[src/rtl/led_pkg.sv]
// Shared defaults and helper functions for the LED PWM driver and its tick generator.
package led_pkg;

   localparam int unsigned LED_WIDTH         = 8;
   localparam int unsigned LED_PWM_BITS      = 8;
   localparam int unsigned LED_PRESCALE      = 50;
   localparam int unsigned LED_BLINK_PERIODS = 64;

   // Perceptual curve: square law, keeping the full-on code and never rounding a nonzero level to off.
   function automatic int unsigned led_gamma(input int unsigned b, input int unsigned bits);
      int unsigned max_v;
      int unsigned g;
      max_v = (32'd1 << bits) - 32'd1;
      g     = (b * b) >> bits;
      if (b == max_v) begin
         g = max_v;
      end else if ((b != 32'd0) && (g == 32'd0)) begin
         g = 32'd1;
      end
      return g;
   endfunction

   function automatic logic led_duty_on(input int unsigned cnt, input int unsigned bright,
                                        input int unsigned bits);
      int unsigned max_v;
      max_v = (32'd1 << bits) - 32'd1;
      return (bright == max_v) || (cnt < bright);
   endfunction

endpackage

[src/rtl/led_tick_gen.sv]
// Prescaler plus free-running PWM counter; flags the last tick of each PWM period as the boundary.
module led_tick_gen
   import led_pkg::*;
#(
   parameter int unsigned PWM_BITS = LED_PWM_BITS,
   parameter int unsigned PRESCALE = LED_PRESCALE
) (
   input  logic                clk,
   input  logic                reset_n,
   output logic                tick,
   output logic [PWM_BITS-1:0] pwm_cnt,
   output logic                boundary
);

   localparam int unsigned     PW         = (PRESCALE > 1) ? $clog2(PRESCALE) : 1;
   localparam logic [PW-1:0]   PRESC_LAST = PW'(PRESCALE - 1);

   logic [PW-1:0]       presc_q, presc_d;
   logic [PWM_BITS-1:0] pwm_cnt_q, pwm_cnt_d;

   assign tick     = (presc_q == PRESC_LAST);
   assign boundary = tick && (pwm_cnt_q == '1);
   assign pwm_cnt  = pwm_cnt_q;

   always_comb begin
      presc_d   = tick ? '0 : presc_q + 1'b1;
      pwm_cnt_d = tick ? pwm_cnt_q + 1'b1 : pwm_cnt_q;
   end

   always_ff @(posedge clk or negedge reset_n) begin
      if (!reset_n) begin
         presc_q   <= '0;
         pwm_cnt_q <= '0;
      end else begin
         presc_q   <= presc_d;
         pwm_cnt_q <= pwm_cnt_d;
      end
   end

endmodule

[src/rtl/led_pwm_driver.sv]
// LED pin driver: glitch-free pattern/brightness shadows, global PWM and per-LED blink.
// Define LED_GAMMA_EN to pass brightness through a square-law curve before it is latched.
module led_pwm_driver
   import led_pkg::*;
#(
   parameter int unsigned WIDTH         = LED_WIDTH,
   parameter int unsigned PWM_BITS      = LED_PWM_BITS,
   parameter int unsigned PRESCALE      = LED_PRESCALE,
   parameter int unsigned BLINK_PERIODS = LED_BLINK_PERIODS
) (
   input  logic                clk,
   input  logic                reset_n,
   input  logic [WIDTH-1:0]    pattern_in,
   input  logic [PWM_BITS-1:0] brightness,
   input  logic [WIDTH-1:0]    blink_mask,
   output logic [WIDTH-1:0]    led_out,
   output logic                period_strobe
);

   localparam int unsigned   BW         = (BLINK_PERIODS > 1) ? $clog2(BLINK_PERIODS) : 1;
   localparam logic [BW-1:0] BLINK_LAST = BW'(BLINK_PERIODS - 1);

   logic                pwm_tick_unused;
   logic [PWM_BITS-1:0] pwm_cnt;
   logic                boundary;
   logic [PWM_BITS-1:0] bright_in;
   logic                duty;

   logic [WIDTH-1:0]    pattern_sh_q, pattern_sh_d;
   logic [PWM_BITS-1:0] bright_sh_q, bright_sh_d;
   logic [BW-1:0]       blink_cnt_q, blink_cnt_d;
   logic                blink_phase_q, blink_phase_d;
   logic [WIDTH-1:0]    led_out_q, led_out_d;
   logic                period_strobe_q, period_strobe_d;

   led_tick_gen #(
      .PWM_BITS (PWM_BITS),
      .PRESCALE (PRESCALE)
   ) u_tick_gen (
      .clk      (clk),
      .reset_n  (reset_n),
      .tick     (pwm_tick_unused),
      .pwm_cnt  (pwm_cnt),
      .boundary (boundary)
   );

`ifdef LED_GAMMA_EN
   assign bright_in = PWM_BITS'(led_gamma(32'(brightness), PWM_BITS));
`else
   assign bright_in = brightness;
`endif

   // Shadows and blink phase move only on the boundary so the pin drive never changes mid-period.
   always_comb begin
      pattern_sh_d    = pattern_sh_q;
      bright_sh_d     = bright_sh_q;
      blink_cnt_d     = blink_cnt_q;
      blink_phase_d   = blink_phase_q;
      period_strobe_d = boundary;
      if (boundary) begin
         pattern_sh_d = pattern_in;
         bright_sh_d  = bright_in;
         if (blink_cnt_q == BLINK_LAST) begin
            blink_cnt_d   = '0;
            blink_phase_d = ~blink_phase_q;
         end else begin
            blink_cnt_d = blink_cnt_q + 1'b1;
         end
      end
      duty      = led_duty_on(32'(pwm_cnt), 32'(bright_sh_q), PWM_BITS);
      led_out_d = pattern_sh_q & {WIDTH{duty}} & ~(blink_mask & {WIDTH{blink_phase_q}});
   end

   always_ff @(posedge clk or negedge reset_n) begin
      if (!reset_n) begin
         pattern_sh_q    <= '0;
         bright_sh_q     <= '0;
         blink_cnt_q     <= '0;
         blink_phase_q   <= 1'b0;
         led_out_q       <= '0;
         period_strobe_q <= 1'b0;
      end else begin
         pattern_sh_q    <= pattern_sh_d;
         bright_sh_q     <= bright_sh_d;
         blink_cnt_q     <= blink_cnt_d;
         blink_phase_q   <= blink_phase_d;
         led_out_q       <= led_out_d;
         period_strobe_q <= period_strobe_d;
      end
   end

   assign led_out       = led_out_q;
   assign period_strobe = period_strobe_q;

endmodule

[config.mk]
export PLATFORM = sky130hd
export DESIGN_NAME = led_pwm_driver
export DESIGN_NICKNAME = d
export VERILOG_FILES = /design/src/rtl/led_pkg.sv /design/src/rtl/led_tick_gen.sv /design/src/rtl/led_pwm_driver.sv
export SDC_FILE = /design/constraint.sdc
export NUM_CORES = 1
export LEC_CHECK = 0
export CAP_MARGIN = 40
export CORE_AREA = 3 3 66 68
export DETAILED_ROUTE_END_ITERATION = 7
export DIE_AREA = 0 0 69 71
export HOLD_SLACK_MARGIN = 0.08
export PLACE_DENSITY = 0.81
export SLEW_MARGIN = 10
export SYNTH_ARGS = -nofsm -noshare
export SYNTH_HDL_FRONTEND = slang
export SYNTH_HIERARCHICAL = 1
export SYNTH_SLANG_ARGS = --single-unit
[constraint.sdc]
create_clock -name clk -period 4.5 [get_ports clk]
set_clock_uncertainty 0.15 [all_clocks]
set_input_delay 0.9 -clock clk [delete_from_list [all_inputs] [get_ports clk]]
set_output_delay 0.9 -clock clk [all_outputs]
set_load 0.02 [all_outputs]
==> results_tabular.tex, run 1 <==
\begin{tabular}{lr}
\hline
Metric & Value \\
\hline
\multicolumn{2}{l}{\textbf{Placed design}} \\
\quad Placer congestion estimate & 0.7543 \\
\quad Port bufs & 34 \\
\quad Number of placed instances, taps included & 267 \\
\quad Post-DP HPWL & 2997 µm \\
\multicolumn{2}{l}{\textbf{Routing}} \\
\quad Total routed wire length on the met1 layer & 1813 µm \\
\quad Routed Antenna Nets & 0 \\
\quad Met2 layer wire length in the routed design & 2089 µm \\
\quad Via density per instance & 5.313 \\
\quad Met3 wire length & 100 µm \\
\quad Highest routed layer & met4 \\
\quad DRC violation total after the first TritonRoute iteration & 73 \\
\quad Number of detailed-routing iterations run before antenna repair & 4 \\
\quad Number of design rule violations left after detail routing & 0 \\
\quad Number of vias after detailed routing & 1461 \\
\quad Post-detailed-routing wire length & 4105 µm \\
\quad DR WL/cell & 14.93 µm \\
\multicolumn{2}{l}{\textbf{STA}} \\
\quad Max-Slew Margin vs Limit & 42.28\% \\
\quad Post-route fraction of the period consumed by the critical path & 51.33\% \\
\quad Final critical-path required period & 2310 ps \\
\quad Setup\_tns & 0 ps \\
\quad Max-slew violation total from the final report & 0 \\
\quad Final number of setup-violating endpoints & 0 \\
\quad Setup repair after global routing missed its margin & no \\
\quad Maximum operating frequency & 432.9 MHz \\
\quad Actual slew at the worst max-slew pin & 861.7 ps \\
\quad Final hold vios & 0 \\
\multicolumn{2}{l}{\textbf{Critical path}} \\
\quad End of the worst register-to-register path & blink\_phase\_q \\
\quad Nature of the critical path endpoint & output port \\
\quad Cell family with most CP delay & buffers and inverters \\
\quad Worst path required time & 3450 ps \\
\quad Worst stage delay on the critical path & 610 ps \\
\quad Setup slack of the most critical reg-to-reg path & 2190 ps \\
\quad Launching point of the worst reg2reg path & u\_tick\_gen/presc\_q[1] \\
\quad Cells along the critical path & clkdlybuf4s50\_1 \\
\quad Critical-path maximum fanout & 1 \\
\quad R2R depth & 8 \\
\quad Crit path launch type & register \\
\quad Signal arrival time at the worst endpoint & 1260 ps \\
\quad Kind of critical path & reg -> out \\
\quad Critical Path Slowest Stage Cell & sky130\_fd\_sc\_hd\_\_clkdlybuf4s50\_1 \\
\quad CP Buf/Inv Count & 1 \\
\multicolumn{2}{l}{\textbf{Logic synthesis}} \\
\quad Mean cell area of the mapped netlist & 11.43 µm² \\
\quad Dominant cells by area after synthesis & sky130\_fd\_sc\_hd\_\_dfrtp\_1 54\%, sky130\_fd\_sc\_hd\_\_ha\_1 6.5\%, sky130\_fd\_sc\_hd\_\_mux2\_2 5.3\%, sky130\_fd\_sc\_hd\_\_nand2\_1 4.8\%, sky130\_fd\_sc\_hd\_\_xor2\_1 4.1\% \\
\quad Mapped Area & 2126 µm² \\
\quad Seq/Total Area, Yosys & 54.15\% \\
\quad Yosys top cell area share & 54.15\% \\
\quad Synth warn & 6 \\
\quad Number of storage elements in the synthesis netlist & 46 \\
\quad Unique masters post-synth & 29 \\
\quad Syn nets & 223 \\
\quad Most area-hungry cell type in the Yosys netlist & sky130\_fd\_sc\_hd\_\_dfrtp\_1 \\
\quad Instance count of the mapped netlist & 186 \\
\multicolumn{2}{l}{\textbf{Run status}} \\
\quad Outcome & finished clean \\
\multicolumn{2}{l}{\textbf{Clock tree}} \\
\quad Hold bufs inserted after CTS & 0 \\
\quad CTS tree & built \\
\quad Count of instances resized after the clock tree is built & 0 \\
\quad Num Clock Sinks & 46 \\
\quad Clock transition at the registers of the reported paths & 90 ps \\
\quad Post-CTS setup buffer count & 0 \\
\quad Clock H-tree levels & 2 \\
\quad Latest clock arrival within the worst-skew pair & 300 ps \\
\quad Root Driver & sky130\_fd\_sc\_hd\_\_clkbuf\_8 \\
\quad Number of buffers created by CTS & 5 \\
\quad Max clock buf depth & 2 \\
\multicolumn{2}{l}{\textbf{Hold path}} \\
\quad Worst hold path class & in -> async \\
\multicolumn{2}{l}{\textbf{Global routing}} \\
\quad Pin count of the biggest net entering global routing & 33 \\
\quad Initial antenna violation count & 0 \\
\quad Via count of the first global-routing pass & 1512 \\
\quad Combined global-route utilization of all metal layers & 18.42\% \\
\quad Global-route wire length before repair & 7203 µm \\
\quad Congestion Overflow GR & 0 \\
\multicolumn{2}{l}{\textbf{Final layout}} \\
\quad Fraction of final layout cells sized beyond drive strength 1 & 13.33\% \\
\quad Signed area change from the synthesized netlist to the final layout & 23.66\% \\
\quad Most common library cell in the layout ignoring fill and taps & sky130\_fd\_sc\_hd\_\_dfrtp\_1 \\
\quad Antenna fix cells & 0 \\
\quad Net total in the final layout & 261 \\
\quad Most frequent cells in the layout & 46 x sky130\_fd\_sc\_hd\_\_dfrtp\_1, 33 x sky130\_fd\_sc\_hd\_\_clkdlybuf4s50\_1, 27 x sky130\_fd\_sc\_hd\_\_nand2\_1 \\
\quad Non-filler instance count after layout & 275 \\
\multicolumn{2}{l}{\textbf{Job}} \\
\quad Max-cap violations & 0 \\
\multicolumn{2}{l}{\textbf{Floorplanning}} \\
\quad Area of the core & 3914 µm² \\
\quad Die Wd & 69 µm \\
\quad I/O pin count & 35 \\
\quad Row Count & 23 \\
\quad Initial standard-cell utilization of the core & 54.32\% \\
\quad Area of the die & 4899 µm² \\
\quad DIE HEIGHT & 71 µm \\
\multicolumn{2}{l}{\textbf{Power and ir drop}} \\
\quad Portion of total power attributed to the clock network & 36.8\% \\
\quad Internal power & 544.1 µW \\
\quad Register share of total power & 58.9\% \\
\quad Fraction of power spent switching nets & 22.44\% \\
\quad VDD IR max & 203.9 µV \\
\quad Leakage power total & 0.001227 µW \\
\quad Gate power share & 4.4\% \\
\quad Ratio of total power to cell area & 266.9 nW/µm² \\
\quad Power spent charging and discharging nets & 157.4 µW \\
\hline
\end{tabular}
==> cells in the mapped netlist (all sizes together) <==
cell and n:
o31ai 1, xor2 10, buf 2, o21ai 10, nand3 7, nand3b 1, inv 9, a21oi 3
mux2 11, nor4 3, nand2b 1, dfrtp 46, a31oi 1, nor3b 1, a2111oi 2, clkbuf 3
ha 11, nor4b 1, nand2 27, a41o 1, nand4b 1, nor2 10, nor3 10, xnor2 5
nand4 9
==> registers in the layout, indices dropped and copies added (netlist names) <==
signal / flops
led_out: 8
blink_cnt_q: 6
bright_sh_q: 8
u_tick_gen/presc_q: 6
period_strobe: 1
blink_phase_q: 1
u_tick_gen/pwm_cnt: 8
pattern_sh_q: 8
==> power by group through the flow <==
| stage | logic (µW) | registers [µW] | clock network [µW] |
|---|---|---|---|
| after floorplan | 0.0663 | 421 | 0 |
| after global placement | 29.2 | 421 | 0 |
| after detailed placement | 31.4 | 421 | 0 |
| after CTS | 31.7 | 413 | 269 |
| after global routing | 33.8 | 413 | 285 |
| final | 30.7 | 413 | 258 |
==> worst max-delay path by stage <==
stage / to / start / depth (start not counted)
after CTS: led_out[2] / led_out[2] / 1
after global placement: blink_phase_q / u_tick_gen/presc_q[1] / 8
final: led_out[2] / led_out[2] / 1
after floorplan: blink_phase_q / u_tick_gen/presc_q[1] / 8
after global routing: blink_phase_q / u_tick_gen/presc_q[1] / 8
after detailed placement: blink_phase_q / u_tick_gen/presc_q[1] / 8
==> metrics by stage <==
stage / setup slack, ps / area [µm²] / power, µW / hold slack (ps) / utilization (%)
after floorplan: 2339 / 2126 / 421.4 / 295.0 / -
after global placement: 2266 / 2516 / 450.3 / 317.0 / 64.29
after detailed placement: 2186 / 2536 / 452.6 / 319.3 / 64.80
after CTS: 2170 / 2629 / 713.2 / 338.1 / 67.17
after global routing: 1961 / 2629 / 731.9 / 355.8 / 67.17
final: 2190 / 2629 / 701.5 / 335.3 / 67.17
==> kinds of logic (layout without fill, tap and decap cells) <==
logic type,Yosys count,count (layout),share of synthesized area (%)
xor gates and xnor gates,15,15,6.180
and+or+nand+nor,71,71,17.83
adders and majority gates,11,11,6.474
DFF,46,46,54.15
buffers and inverters,14,53,2.590
muxes,11,11,5.827
AOI/OAI and AO/OA,18,18,6.945
==> final cells by class <==
cell class	instances	area (µm²)
Clock inverter	3	23.77
Fill cell	322	1285
Clock buffer	5	68.82
Inverter	9	33.78
Multi-Input combinational cell	126	925.9
Sequential cell	46	1151
Tap cell	50	62.56
Timing Repair Buffer	36	362.8
==> layer usage <==
| metal | track usage (%) | up-vias |
|---|---|---|
| met5 | 0 | - |
| met4 | 8.677 | 0 |
| met3 | 4.545 | 10 |
| met2 | 30.08 | 21 |
| met1 | 23.14 | 709 |
| li1 | - | 721 |
Note: power is estimated with default switching activity, not from simulation.
==> run 2: changes to the inputs <==
--- a/config.mk
+++ b/config.mk
@@ -6,11 +6,11 @@
 export NUM_CORES = 1
 export LEC_CHECK = 0
 export CAP_MARGIN = 40
-export CORE_AREA = 3 3 66 68
+export CORE_AREA = 3 3 68 70
 export DETAILED_ROUTE_END_ITERATION = 7
-export DIE_AREA = 0 0 69 71
+export DIE_AREA = 0 0 71 73
 export HOLD_SLACK_MARGIN = 0.08
-export PLACE_DENSITY = 0.81
+export PLACE_DENSITY = 0.77
 export SLEW_MARGIN = 10
 export SYNTH_ARGS = -nofsm -noshare
 export SYNTH_HDL_FRONTEND = slang
==> constraint.sdc (replaced) <==
create_clock -name clk -period 2.3 [get_ports clk]
set_clock_uncertainty 0.15 [all_clocks]
set_input_delay 0.46 -clock clk [delete_from_list [all_inputs] [get_ports clk]]
set_output_delay 0.46 -clock clk [all_outputs]
set_load 0.02 [all_outputs]
==> results_tabular.tex, run 2 (same netlist as run 1, synthesis figures left out) <==
\begin{tabular}{lr}
\hline
Metric & Value \\
\hline
\multicolumn{2}{l}{\textbf{Critical path}} \\
\quad Launching point of the worst reg2reg path & u\_tick\_gen/presc\_q[1] \\
\quad Worst path required time & 2390 ps \\
\quad Signal arrival time at the worst endpoint & 2190 ps \\
\quad Nature of the critical path endpoint & register \\
\quad Cells along the critical path & inv\_1 > ha\_1 > nand4b\_4 > nor4\_2 > buf\_12 > nand4\_1 > nor2\_1 > xor2\_1 \\
\quad End of the worst register-to-register path & blink\_phase\_q \\
\quad Critical-path maximum fanout & 16 \\
\quad Setup slack of the most critical reg-to-reg path & 200 ps \\
\quad R2R depth & 8 \\
\quad Critical Path Slowest Stage Cell & sky130\_fd\_sc\_hd\_\_dfrtp\_1 \\
\quad Kind of critical path & reg -> reg \\
\quad Crit path launch type & register \\
\quad Worst stage delay on the critical path & 420 ps \\
\multicolumn{2}{l}{\textbf{Final layout}} \\
\quad Signed area change from the synthesized netlist to the final layout & 26.07\% \\
\quad Net total in the final layout & 266 \\
\quad Fraction of final layout cells sized beyond drive strength 1 & 14.78\% \\
\quad Share of the core filled with cells in the final layout & 66.52\% \\
\quad Non-filler instance count after layout & 280 \\
\quad Most frequent cells in the layout & 46 x sky130\_fd\_sc\_hd\_\_dfrtp\_1, 33 x sky130\_fd\_sc\_hd\_\_clkdlybuf4s50\_1, 27 x sky130\_fd\_sc\_hd\_\_nand2\_1 \\
\quad Antenna fix cells & 0 \\
\quad Most common library cell in the layout ignoring fill and taps & sky130\_fd\_sc\_hd\_\_dfrtp\_1 \\
\multicolumn{2}{l}{\textbf{Power and ir drop}} \\
\quad Gate power share & 4.5\% \\
\quad Register share of total power & 58.2\% \\
\quad VDD IR max & 473.6 µV \\
\quad Internal power & 1068 µW \\
\quad Fraction of power spent switching nets & 23.02\% \\
\quad Total chip power & 1388 µW \\
\quad Portion of total power attributed to the clock network & 37.3\% \\
\quad Power spent charging and discharging nets & 319.5 µW \\
\quad Leakage power total & 0.001260 µW \\
\quad Ratio of total power to cell area & 517.7 nW/µm² \\
\multicolumn{2}{l}{\textbf{Hold path}} \\
\quad Worst hold path depth & 2 \\
\quad Hold path start & pattern\_sh\_q[2] \\
\quad Worst hold path class & reg -> reg \\
\quad Hold Path Sink & led\_out[2] \\
\multicolumn{2}{l}{\textbf{STA}} \\
\quad Post-route fraction of the period consumed by the critical path & 91.41\% \\
\quad Max-Slew Margin vs Limit & 57.85\% \\
\quad Maximum operating frequency & 475.6 MHz \\
\quad Setup repair after global routing missed its margin & no \\
\quad Worst Slack Setup Final & 197.6 ps \\
\quad Actual slew at the worst max-slew pin & 632.2 ps \\
\quad Final hold vios & 0 \\
\quad Final number of setup-violating endpoints & 0 \\
\quad Final critical-path required period & 2102 ps \\
\quad Setup\_tns & 0 ps \\
\quad Max-slew violation total from the final report & 0 \\
\multicolumn{2}{l}{\textbf{Clock tree}} \\
\quad Clock transition at the registers of the reported paths & 100 ps \\
\quad Root Driver & sky130\_fd\_sc\_hd\_\_clkbuf\_8 \\
\quad CTS tree & built \\
\quad Clock H-tree levels & 2 \\
\quad Num Clock Sinks & 46 \\
\quad Latest clock arrival within the worst-skew pair & 310 ps \\
\quad Number of buffers created by CTS & 5 \\
\quad Post-CTS setup buffer count & 0 \\
\quad Max clock buf depth & 2 \\
\multicolumn{2}{l}{\textbf{Floorplanning}} \\
\quad Die Wd & 71 µm \\
\quad I/O pin count & 35 \\
\quad Area of the die & 5183 µm² \\
\quad Initial standard-cell utilization of the core & 52.76\% \\
\quad DIE HEIGHT & 73 µm \\
\quad Area of the core & 4029 µm² \\
\quad Row Count & 23 \\
\multicolumn{2}{l}{\textbf{Global routing}} \\
\quad Initial antenna violation count & 0 \\
\quad Congestion Overflow GR & 0 \\
\quad Global-route wire length before repair & 7486 µm \\
\quad Pin count of the biggest net entering global routing & 30 \\
\quad Combined global-route utilization of all metal layers & 18.59\% \\
\quad Via count of the first global-routing pass & 1609 \\
\multicolumn{2}{l}{\textbf{Placed design}} \\
\quad Post-place setup slack & 165.9 ps \\
\quad Placer congestion estimate & 0.7308 \\
\quad Post-DP HPWL & 3215 µm \\
\quad Number of placed instances, taps included & 270 \\
\quad Port bufs & 34 \\
\multicolumn{2}{l}{\textbf{Routing}} \\
\quad Routed Antenna Nets & 0 \\
\quad Number of design rule violations left after detail routing & 0 \\
\quad DRC violation total after the first TritonRoute iteration & 63 \\
\quad Number of detailed-routing iterations run before antenna repair & 4 \\
\quad Number of vias after detailed routing & 1472 \\
\quad Via density per instance & 5.257 \\
\quad Post-detailed-routing wire length & 4325 µm \\
\quad DR WL/cell & 15.45 µm \\
\multicolumn{2}{l}{\textbf{Job}} \\
\quad Max-cap violations & 0 \\
\multicolumn{2}{l}{\textbf{Run status}} \\
\quad Outcome & finished clean \\
\hline
\end{tabular}
[run 2: cell count changes in the layout (fill, tap and decap cells not counted)]
cell / previous run / this run
sky130_fd_sc_hd__dlygate4sd3_1: 0 / 1
sky130_fd_sc_hd__buf_4: 1 / 3
sky130_fd_sc_hd__clkinv_4: 0 / 1
sky130_fd_sc_hd__buf_12: 1 / 2
sky130_fd_sc_hd__buf_2: 1 / 2
sky130_fd_sc_hd__clkinvlp_4: 2 / 1
[run 2: through the flow]
step	hold WS [ps]	cell area, µm²
2_1_floorplan	14.41	2126
3_3_place_gp	268.5	2571
3_5_place_dp	277.4	2571
4_1_cts	351.0	2675
5_1_grt	363.3	2680
6_report	344.1	2680
[run 2: timing repair]
item                      CTS  global route
hold endpoints to repair   17             0
hold buffers                1             0
resized for setup           0             0
[run 2: how the worst max path moves through the flow]
stage,start,end,cells after the start
after floorplan,u_tick_gen/presc_q[1],blink_phase_q,8
after global placement,u_tick_gen/presc_q[1],blink_phase_q,8
after detailed placement,u_tick_gen/presc_q[1],blink_phase_q,8
after CTS,u_tick_gen/presc_q[1],blink_phase_q,8
after global routing,u_tick_gen/presc_q[1],blink_phase_q,8
final,u_tick_gen/presc_q[1],blink_phase_q,8
[run 2: layer usage]
layer	vias up	global-route usage, %	part of all wire [%]
met2	27	32.23	52
li1	731	-	-
met5	-	0	0
met4	0	6.263	1.4
met1	708	23.31	44
met3	6	3.719	3.0
[run 2: cell type report]
cell class | count | area, µm²
Fill cell | 326 | 1349
Sequential cell | 46 | 1151
Multi-Input combinational cell | 126 | 925.9
Timing Repair Buffer | 41 | 412.9
Clock buffer | 5 | 68.82
Tap cell | 50 | 62.56
Inverter | 9 | 33.78
Clock inverter | 3 | 25.02
[run 2: power by group through the flow]
stage | clock (µW) | combinational, µW | sequential, µW
final | 518 | 62.0 | 808
after global routing | 557 | 68.0 | 808
after CTS | 528 | 63.7 | 808
after detailed placement | 0 | 61.9 | 824
after global placement | 0 | 61.5 | 824
after floorplan | 0 | 0.129 | 824
[run 2: critical path: cells and delay by family (launching register included)]
| family | cells | cell delay [ps] |
|---|---|---|
| AND/OR/NAND/NOR | 4 | 840 |
| buffers and inverters | 2 | 270 |
| XOR/XNOR | 1 | 160 |
| flip-flops | 1 | 420 |
| adder cells (fa/ha/maj) | 1 | 200 |
==> patch: new RTL, config.mk and constraints of run 2 <==
Take the reset off `pattern_sh_q` and `bright_sh_q` and load them in a clocked block of their own.
--- a/src/rtl/led_pwm_driver.sv
+++ b/src/rtl/led_pwm_driver.sv
@@ -73,15 +73,11 @@
 
    always_ff @(posedge clk or negedge reset_n) begin
       if (!reset_n) begin
-         pattern_sh_q    <= '0;
-         bright_sh_q     <= '0;
          blink_cnt_q     <= '0;
          blink_phase_q   <= 1'b0;
          led_out_q       <= '0;
          period_strobe_q <= 1'b0;
       end else begin
-         pattern_sh_q    <= pattern_sh_d;
-         bright_sh_q     <= bright_sh_d;
          blink_cnt_q     <= blink_cnt_d;
          blink_phase_q   <= blink_phase_d;
          led_out_q       <= led_out_d;
@@ -89,6 +85,11 @@
       end
    end
 
+   always_ff @(posedge clk) begin
+      pattern_sh_q <= pattern_sh_d;
+      bright_sh_q  <= bright_sh_d;
+   end
+
    assign led_out       = led_out_q;
    assign period_strobe = period_strobe_q;
 
Formal check against the unedited RTL: same outputs for any inputs over 10 cycles, from zero or initial values and one cycle with reset_n low; that may be too few to reach the edited logic, so the function may still have changed.
==> patch against run 2 <==
- count of clock-buffer cells in the layout unchanged
- combinational power fell by 14%
- final area is 3.5% lower
- die area unchanged
- worst setup slack better by 0.0095 ns
- first-iteration DRC count is 25% higher
- largest cell class unchanged
- sequential cell count stayed put
- critical endpoint unchanged
- wire length fell by 12%
- global-route usage down 2.3 points
- highest routed layer unchanged
- synthesized area down 4.1%
- power rose by 0.68%
==> patch: results <==
[logic_synthesis]
syn_nets = 197
synth_edf_count = 16
synth_seq_area_share_pct = 60.4
async_flop_share_pct = 65.2
synth_commonest_cells = dfrtp_1, nand2_1, edfxtp_1
yosys_warnings = 6
synthAdderAreaFrac_pct = 6.75
synth.mux.area_fraction_pct = 1.10
synth.distinct_cells = 30
synth-xor-area-share_pct = 6.45
yosys-top-cells-area = dfrtp_1, edfxtp_1, ha_1
synth_compound_area_share_pct = 5.52

[clock_tree]
cts_max_path_buffers = 2
cts_resized = 0
cts_buffers = 5
path_clk_slew_ns = 0.09
clk-insertion-delay-late_ns = 0.30
cts-root-buf = clkbuf_8
post_cts_buffers = 0
htree_levels = 2

[critical_path]
cp.arrival_ns = 2.17
end_kind = flip-flop
reg2regPathDepth = 7
cp-startpoint = u_tick_gen/presc_q[1]
r2r_slack_ns = 0.21
critPathMaxFanout = 8
worst_path_max_delay_cell = dfrtp_1
cpPeakStageDelay_ns = 0.42
rr_endpoint = blink_phase_q

[placed_design]
hpwlAfterDp_mm = 2.84
place.port_buffers = 34
gp_congestion = 0.812

[global_route]
grt_use_met3_pct = 5.51
use_met1_pct = 20.1
grt_max_degree = 31
grt_pass1_vias = 1412
grt_pass1_wl_mm = 6.46
use_met2_pct = 27.2
antenna_found_initial = 0
grt_use_total_pct = 16.3

[final_layout]
drive_above_1_share_pct = 12.3
nets = 240
fill_cells = 305
insertedDiodeCount = 0

[route]
drt_iter0_drc = 79
vias = 1337
wl_per_cell_um = 15.0

[pwr]
ir_drop_mv = 0.339
p_leak_nw = 1.09

[status]
status = completed

[timing]
slew_headroom_pct = 48.4

[run]
maxCapViolations = 0
==> patch: cell count changes after synthesis <==
| cell | delta |
|---|---|
| nand2b_4 | +1 |
| mux2_2 | -9 |
| dfrtp_1 | -16 |
| buf_2 | -1 |
| o21ai_0 | -7 |
| nand2_1 | -7 |
| nand2b_1 | -1 |
| clkbuf_1 | -2 |
| edfxtp_1 | +16 |
==> patch: worst min path at each step <==
stage,startpoint,cells past startpoint,slack [ns],end
floorplan,reset_n,0,0.01,blink_cnt_q[0]
global placement,blink_cnt_q[4],1,0.31,blink_cnt_q[4]
detailed placement,blink_cnt_q[5],1,0.32,blink_cnt_q[5]
CTS,blink_cnt_q[4],1,0.34,blink_cnt_q[4]
global route,blink_cnt_q[5],1,0.36,blink_cnt_q[5]
finish,pattern_sh_q[3],2,0.34,led_out[3]
==> patch: through the flow <==
stage	worst slack (ns)	instances	area (um^2)	power, mW
floorplan	-0.131	160	2060	0.865
global placement	0.342	246	2490	0.917
detailed placement	0.218	246	2490	0.919
CTS	0.211	254	2590	1.42
global route	0.115	254	2590	1.46
finish	0.207	254	2590	1.40
==> patch: report_power, final <==
part,switching [mW],internal (mW)
registers,0,0.847
logic,0.0154,0.0377
clock network,0.279,0.218
==> patch: cell type report <==
| type | instances | area share, % |
|---|---|---|
| Multi-Input combinational cell | 103 | 30.3 |
| Timing Repair Buffer | 38 | 14.8 |
| Inverter | 9 | 1.31 |
| Tap cell | 50 | 2.42 |
| Clock inverter | 3 | 0.871 |
| Clock buffer | 5 | 2.66 |
| Sequential cell | 46 | 47.6 |
==> patch: per-layer routing <==
metal	vias up	routed length (um)	part of all wire (%)
met5	-	0	0
met4	0	38	1.0
met3	4	163	4.3
met2	30	1990	52
met1	652	1630	43
li1	651	-	-
